**src/rtl/nibble_serial_adder_ctrl.sv**
```systemverilog
// Wide add/subtract sequenced through one shared 4-bit ripple slice, LSB nibble
// first, one nibble per clock, with registered sum/carry-out/overflow on completion.

module nibble_add_slice (
    input  logic [3:0] x,
    input  logic [3:0] y,
    input  logic       ci,
    output logic [3:0] s,
    output logic       c3,
    output logic       co
);
    logic [4:0] c;

    always_comb begin
        c    = '0;
        s    = '0;
        c[0] = ci;
        for (int k = 0; k < 4; k++) begin
            s[k]   = x[k] ^ y[k] ^ c[k];
            c[k+1] = (x[k] & y[k]) | (c[k] & (x[k] ^ y[k]));
        end
    end

    // carry into the top bit is needed for signed overflow on the last nibble
    assign c3 = c[3];
    assign co = c[4];
endmodule

module nibble_serial_adder_ctrl #(
    parameter int WIDTH = 16
) (
    input  logic             clk,
    input  logic             rst_n,
    input  logic             start,
    input  logic             sub,
    input  logic             cin,
    input  logic [WIDTH-1:0] a,
    input  logic [WIDTH-1:0] b,
    output logic             busy,
    output logic             done,
    output logic [WIDTH-1:0] sum,
    output logic             cout,
    output logic             ovf
);
    localparam int NSLICE = WIDTH / 4;
    localparam int IDXW   = (NSLICE > 1) ? $clog2(NSLICE) : 1;
    localparam logic [IDXW-1:0] LAST = IDXW'(NSLICE - 1);

    generate
        if (WIDTH < 4 || (WIDTH % 4) != 0) begin : g_bad_width
            $error("nibble_serial_adder_ctrl: WIDTH must be a multiple of 4 and >= 4");
        end
    endgenerate

    typedef enum logic {IDLE, RUN} state_t;

    state_t           state;
    logic [WIDTH-1:0] op_a;
    logic [WIDTH-1:0] op_b;
    logic [WIDTH-1:0] work;
    logic [WIDTH-1:0] work_nxt;
    logic             carry;
    logic [IDXW-1:0]  idx;
    logic [3:0]       nib_s;
    logic             nib_c3;
    logic             nib_co;

    nibble_add_slice u_slice (
        .x  (op_a[{idx, 2'b00} +: 4]),
        .y  (op_b[{idx, 2'b00} +: 4]),
        .ci (carry),
        .s  (nib_s),
        .c3 (nib_c3),
        .co (nib_co)
    );

    // Working result with the current nibble merged in, so the completion edge
    // can publish the full sum in the same cycle the last nibble is computed.
    always_comb begin
        work_nxt = work;
        work_nxt[{idx, 2'b00} +: 4] = nib_s;
    end

    always_ff @(posedge clk or negedge rst_n) begin
        if (!rst_n) begin
            state <= IDLE;
            op_a  <= '0;
            op_b  <= '0;
            work  <= '0;
            carry <= 1'b0;
            idx   <= '0;
            busy  <= 1'b0;
            done  <= 1'b0;
            sum   <= '0;
            cout  <= 1'b0;
            ovf   <= 1'b0;
        end else begin
            done <= 1'b0;
            case (state)
                IDLE: begin
                    if (start) begin
                        op_a  <= a;
                        op_b  <= sub ? ~b : b;
                        carry <= sub ? 1'b1 : cin;
                        idx   <= '0;
                        busy  <= 1'b1;
                        state <= RUN;
                    end
                end
                RUN: begin
                    work  <= work_nxt;
                    carry <= nib_co;
                    idx   <= idx + IDXW'(1);
                    if (idx == LAST) begin
                        sum   <= work_nxt;
                        cout  <= nib_co;
                        ovf   <= nib_c3 ^ nib_co;
                        done  <= 1'b1;
                        busy  <= 1'b0;
                        idx   <= '0;
                        state <= IDLE;
                    end
                end
                default: state <= IDLE;
            endcase
        end
    end
endmodule

```
**config.mk**
```make
export PLATFORM = sky130hd
export DESIGN_NAME = nibble_serial_adder_ctrl
export DESIGN_NICKNAME = d
export VERILOG_FILES = /design/src/rtl/nibble_serial_adder_ctrl.sv
export SDC_FILE = /design/constraint.sdc
export NUM_CORES = 1
export LEC_CHECK = 0
export BUFFER_PORTS_ARGS = -buffer_cell sky130_fd_sc_hd__buf_2
export CORE_MARGIN = 10
export CORE_UTILIZATION = 45
export CTS_CLUSTER_DIAMETER = 200
export CTS_CLUSTER_SIZE = 14
export DETAILED_ROUTE_END_ITERATION = 10
export PLACE_DENSITY = 0.65
export RECOVER_POWER = 100
export SYNTH_ARGS = -nofsm -noshare
export SYNTH_HDL_FRONTEND = slang
export SYNTH_SLANG_ARGS = --single-unit
```
**constraint.sdc**
```tcl
create_clock -name clk -period 4.2 [get_ports clk]
set_input_delay 0.21 -clock clk [delete_from_list [all_inputs] [get_ports clk]]
set_output_delay 0.21 -clock clk [all_outputs]
set_load 0.02 [all_outputs]
```
# ---- After elaboration in Yosys (flattened, before gate mapping)
# Cells that the tools add are included.
dict set report totals {
  wordCells 62
  regBits 72
}
dict set report op_classes {
  bitwise_logic 23
  shift 4
  add_sub_neg 2
  n_eq_ne 3
  n_reduce_logical 3
  mux 16
}
# cell n
set ops {}
lappend ops {{indexed part select 16 x 5 -> 4 bit} 2}
lappend ops {{bitwise mux 16 bit} 1}
lappend ops {{2-to-1 mux 16 bit} 1}
lappend ops {{inverter 16 bit} 1}
lappend ops {{variable shift 4 x 6 -> 16 bit (first input constant)} 1}
lappend ops {{indexed part select 4 x 6 -> 16 bit} 1}
lappend ops {{bitwise XOR 1 bit} 9}
lappend ops {{bitwise AND 1 bit} 8}
lappend ops {{2-to-1 mux 1 bit} 8}
lappend ops {{negation 4 -> 6 bit} 1}
lappend ops {{case mux 1 bit (2 select lines)} 3}
lappend ops {{AND reduction 2 bit} 3}
lappend ops {{2-to-1 mux 2 bit} 2}
lappend ops {{OR 1 bit} 4}
lappend ops {{case mux 2 bit (2 select lines)} 1}
lappend ops {{adder 2 x 1 -> 2 bit (second input constant)} 1}
lappend ops {{== test 2 bit (second input constant)} 1}
lappend ops {{inequality test 2 x 1 -> 1 bit (second input constant)} 1}
lappend ops {{inequality test 2 bit (second input constant)} 1}
lappend ops {{inverter 1 bit} 1}

# ---- Longest topological paths before layout
dict set report depth {
  ltp_word 11
  depth_mapped 12
  depth_no_buf 11
}

# ---- Hierarchy
# A second synthesis with hierarchy kept.
dict set report hier_totals {
  hier_cells 303
  hier_area_um2 3467.1
}
# mod cells_each instances area_each_um2 seq_area_each_um2
set modules_own_cells {}
lappend modules_own_cells {nibble_serial_adder_ctrl 291 1 3357.0 1801.7}
lappend modules_own_cells {nibble_add_slice 12 1 110.1 0.0}

# ---- Worst setup path before layout
# No wires, ideal clock.
dict set report synth_path {
  path_type {register to register}
  start {reg idx[0]}
  end {reg ovf}
  synth_period_minus_slack_ns 2.917
  t_arrival_ns 2.793
  path_slack_ns 1.283
  required_time_ns 4.075
  path_stages_with_launch 13
  path_buffers 1
  path_cell_list {dfrtp_1 > buf_6 > mux4_1 > inv_1 > fa_1 > inv_1 > fa_1 > inv_1 > fa_1 > inv_1 > fa_1 > xnor2_1 > mux2_2}
}
dict set report synth_between {
  elab_chain_len 11
  word_cells_on_any_way 21
  classes_between {1 x eq/ne; 2 x shift; 17 x bitwise; 1 x reduce/logical}
}
# item line_no
set synth_lines {}
lappend synth_lines {{start, declared} 63} ;# logic [IDXW-1:0] idx;
lappend synth_lines {{start signal, assigned} 113} ;# idx <= idx + IDXW'(1);
lappend synth_lines {{indexed part select 16 x 5 -> 4 bit, on equally long branches} {69, 70}}
lappend synth_lines {{bitwise XOR 1 bit} 20} ;# c[k+1] = (x[k] & y[k]) | (c[k] & (x[k] ^ y[k]));
lappend synth_lines {{bitwise AND 1 bit} 20}
lappend synth_lines {{OR 1 bit} 20}
lappend synth_lines {{bitwise AND 1 bit} 20}
lappend synth_lines {{OR 1 bit} 20}
lappend synth_lines {{bitwise AND 1 bit} 20}
lappend synth_lines {{OR 1 bit} 20}
lappend synth_lines {{bitwise AND 1 bit} 20}
lappend synth_lines {{OR 1 bit (*)} 20}
lappend synth_lines {{net nib_co} 66} ;# logic nib_co;
lappend synth_lines {{bitwise XOR 1 bit (*)} 117} ;# ovf <= nib_c3 ^ nib_co;
lappend synth_lines {{end signal, assigned} 117}
lappend synth_lines {{end, declared} 43} ;# output logic ovf
# The timed path passes the listed nets; every way through them passes the cells marked *.
# A chain may end at the register's enable or synchronous reset.

# ---- Worst setup path in the final report
dict set report layout_path {
  start {reg idx[0]}
  end {reg sum[11]}
}
dict set report layout_between {
  elab_chain_len 11
  word_cells_on_any_way 25
  classes_between {1 x add/sub; 1 x eq/ne; 4 x shift; 1 x mux; 17 x bitwise; 1 x reduce/logical}
}
# item line_no
set layout_lines {}
lappend layout_lines {{indexed part select 16 x 5 -> 4 bit, on equally long branches} {69, 70}}
lappend layout_lines {{bitwise XOR 1 bit} {19, 20}}
lappend layout_lines {{bitwise AND 1 bit} 20}
lappend layout_lines {{OR 1 bit} 20}
lappend layout_lines {{bitwise AND 1 bit} 20}
lappend layout_lines {{OR 1 bit} 20}
lappend layout_lines {{bitwise AND 1 bit} 20}
lappend layout_lines {{OR 1 bit} 20}
lappend layout_lines {{bitwise XOR 1 bit} 19} ;# s[k] = x[k] ^ y[k] ^ c[k];
lappend layout_lines {{indexed part select 4 x 6 -> 16 bit} 81} ;# work_nxt[{idx, 2'b00} +: 4] = nib_s;
lappend layout_lines {{bitwise mux 16 bit} 81}
lappend layout_lines {{end signal, assigned} 115} ;# sum <= work_nxt;
lappend layout_lines {{end, declared} 41} ;# output logic [WIDTH-1:0] sum,
# Parallel ways exist; a longest one is shown, timed or not.

==> metrics.md <==
| Metric | Value |
|---|---|
| Status | complete, but fails checks |
| Failing checks | capacitance limit, slew limit |
| Row cnt | 33 |
| CTS tree | built |
| Clock Skew | 0.00714 ns |
| CP delay by family, top | adder cells |
| Cell Area, Placed | 4120 µm² |
| Cell leakage power | 1.84 nW |
| Crit-path most repeated cell | fa_1 |
| Reg2reg setup slack | 1.10 ns |
| Synth area leaders | dfrtp_1 (47%), mux2_4 (11%), mux4_1 (4.8%) |
| Pin count of the biggest net entering global routing | 52 |
| Top-area cell type share of the netlist area | 0.469 |
| Iteration count of the initial detailed-routing pass | 4 |
| H-tree levels | 3 |
| Sink Count | 72 |
| Initial antenna violation count | 0 |
| Initial Util | 0.466 |
| Layout cells sized above 1 | 0.252 |
| Synthesis warning total | 0 |
| Count of cell types in the netlist | 35 |
| FF-to-FF Start | idx[0] |
| # Post-CTS Setup Buffers | 0 |
| WS Path Type | register to register |
| Global-route wire length before repair | 13300 µm |
| ANT cells | 0 |
| I/O Buffers | 56 |
| Hpwl dp | 5740 µm |
| Vias in the first global route | 2552 |
| Final Critical Period | 3.10 ns |
| Total global-route track usage | 0.128 |
| Yosys top cell by area | dfrtp_1 |
| Reg-to-Reg End | sum[11] |
| Bufs and invs on worst path | 3 |
| Hold depth | 2 |
| Register bit count reported by yosys | 72 |
| Max Cap Viol | 2 |
| CP max-delay cell | mux4_2 |
| Max incr delay on CP | 0.55 ns |
| Num CTS Buffers | 9 |
| Clock buffer depth | 2 |
| Routed WL | 7980 µm |
| Sequential area share after synthesis | 0.469 |
| Final setup TNS | 0 ns |
| Syn Nets | 315 |
| VDD IR max | 0.387 mV |
| Worst Path Max Fanout | 18 |
| Final Cycle Share | 0.738 |
| Via density | 5.25 |
| Die footprint | 12600 µm² |
| Fmax | 323 MHz |
| Worst R2R Path Depth | 9 |
| CP Capture Type | register |
| First DRT Iteration DRCs | 92 |
| Worst hold path class | input port to register |
| Ordered cell list for the critical path | buf_4, mux4_2, fa_1, inv_1, fa_1, inv_1, fa_1, nand3_1, o211ai_1 |
| Die extent in y | 112 µm |
| Synth Instances | 268 |
| Worst skew pair latency | 0.34 ns |
| Crit path arrival time | 3.35 ns |
| Post-DR wirelength/cell | 18.5 µm |
| Avg Inst Size Synth | 14.3 µm² |
| DR DRC count | 0 |
| Worst Tran Pin Value | 1.86 ns |
| Cts-stage hold buffer count | 1 |
| Rel. slew slack | -0.240 |
| Final Hold Viols | 0 |
| Die width | 112 µm |
| Slew Viols, Final | 69 |
| Clk pin slew, worst setup/hold paths | 0.07 ns |
| Final instance area | 4160 µm² |
| Critical Path Start Type | register |
| Core Region | 8260 µm² |
| Unrepaired setup endpoints after global routing | no |
| CTS root buf | clkbuf_8 |
| Final Wtd Congestion | 0.762 |
| Via count | 2262 |
| Mapped Area | 3840 µm² |
| IO Count | 57 |
| Hold Crit Start | a[12] |
| Antenna Nets Post-Route | 0 |
| Final setup violation count | 0 |
| Power per Cell Area | 803 nW/µm² |
| Nets | 369 |
| Critical path required time | 4.45 ns |
| Grt total ovfl | 0 |
| Cts repair resizes | 0 |
| Layout area overhead | 8.30% |
| Levels on crit path | 9 |
| Worst Hold Path EP | op_a[12] |
==> cell usage after synthesis, drive strengths merged <==
| library cell | count |
|---|---|
| mux2 | 34 |
| nand3b | 2 |
| o2bb2ai | 8 |
| and4bb | 3 |
| xnor2 | 1 |
| nand2 | 9 |
| xor2 | 16 |
| dfrtp | 72 |
| a21o | 1 |
| a22o | 8 |
| o31ai | 2 |
| nand3 | 2 |
| mux4 | 8 |
| o21a | 1 |
| inv | 11 |
| fa | 4 |
| nand4bb | 3 |
| and4b | 1 |
| nand4b | 17 |
| a21bo | 16 |
| nor3b | 2 |
| nor2b | 3 |
| buf | 19 |
| nor2 | 3 |
| ha | 6 |
| o211ai | 16 |
==> worst max-delay path by stage <==
stage | endpoint | startpoint | slack [ns]
final | sum[11] | idx[0] | 1.10
after global routing | sum[11] | idx[0] | 0.91
after CTS | sum[11] | idx[0] | 1.07
after detailed placement | sum[11] | idx[0] | 1.09
after global placement | sum[7] | idx[0] | 1.17
after floorplan | ovf | idx[0] | 1.28
==> final cells by class <==
type | count | area (µm²)
multi-input combinational | 166 | 1720
sequential | 72 | 1800
fill | 750 | 4090
clock buffer | 12 | 155
tap | 105 | 131
clock inverter | 3 | 17.5
timing repair buffer | 62 | 295
inverter | 11 | 41.3
==> report_power, final <==
group          switching, W  internal (W)  total, W
registers          0.000195      0.000994   0.00119
clock network      0.000245      0.000242  0.000487
logic              0.000934      0.000733   0.00167
==> state kept, by name, summed over array words and instances, names as in the netlist <==
name and count:
busy 1, carry 1, cout 1, done 1, idx 2, op_a 16
op_b 16, ovf 1, state 1, sum 16, work 16
==> metrics by stage <==
stage / hold slack (ns) / worst slack (ns) / instances / utilization / total power [W]
2_1_floorplan: -0.0856 / 1.28 / 268 / - / 0.00260
3_3_place_gp: 0.326 / 1.17 / 415 / 0.499 / 0.00301
3_5_place_dp: 0.342 / 1.09 / 415 / 0.499 / 0.00305
4_1_cts: 0.0868 / 1.07 / 431 / 0.521 / 0.00354
5_1_grt: 0.0760 / 0.911 / 431 / 0.504 / 0.00360
6_report: 0.0844 / 1.10 / 431 / 0.504 / 0.00334
==> logic make-up (layout without fill, tap and decap cells) <==
family,after synthesis,count (layout),synth area share
AO/OA/AOI/OAI,52,52,0.117
XOR/XNOR,17,17,0.0387
adder cells (fa/ha/maj),10,10,0.0404
buffers and inverters,30,88,0.0563
flip-flops,72,72,0.469
multiplexers,42,42,0.182
AND/OR/NAND/NOR,45,45,0.0973
==> metal layers <==
| layer | track usage | wire length (µm) | share of wire | up-vias |
|---|---|---|---|---|
| met5 | 0 | 0 | 0 | - |
| met4 | 0.0398 | 79 | 0.0099 | 0 |
| met3 | 0.0495 | 475 | 0.060 | 8 |
| met2 | 0.210 | 3810 | 0.48 | 51 |
| met1 | 0.153 | 3610 | 0.45 | 1104 |
| li1 | - | - | - | 1099 |
==> worst reg2reg max path, stage by stage, from the launching register on <==
cell,delay (ns)
dfrtp_1,0.47
buf_4,0.29
mux4_2,0.55
fa_1,0.43
inv_1,0.07
fa_1,0.20
inv_1,0.06
fa_1,0.49
nand3_1,0.20
o211ai_1,0.25
==> placed cells by master, fill, tap and decap left out, types with 6 or more instances in the layout <==
cell type  instances
mux2_1            28
inv_1             11
dfrtp_1           72
nand4b_1          17
o2bb2ai_1          8
clkbuf_1          23
a22o_1             8
buf_2             35
nand2_1            9
clkbuf_8          11
xor2_1            16
mux4_1             7
ha_1               6
o211ai_1          16
a21bo_2           16
(Power assumes the default switching activity.)
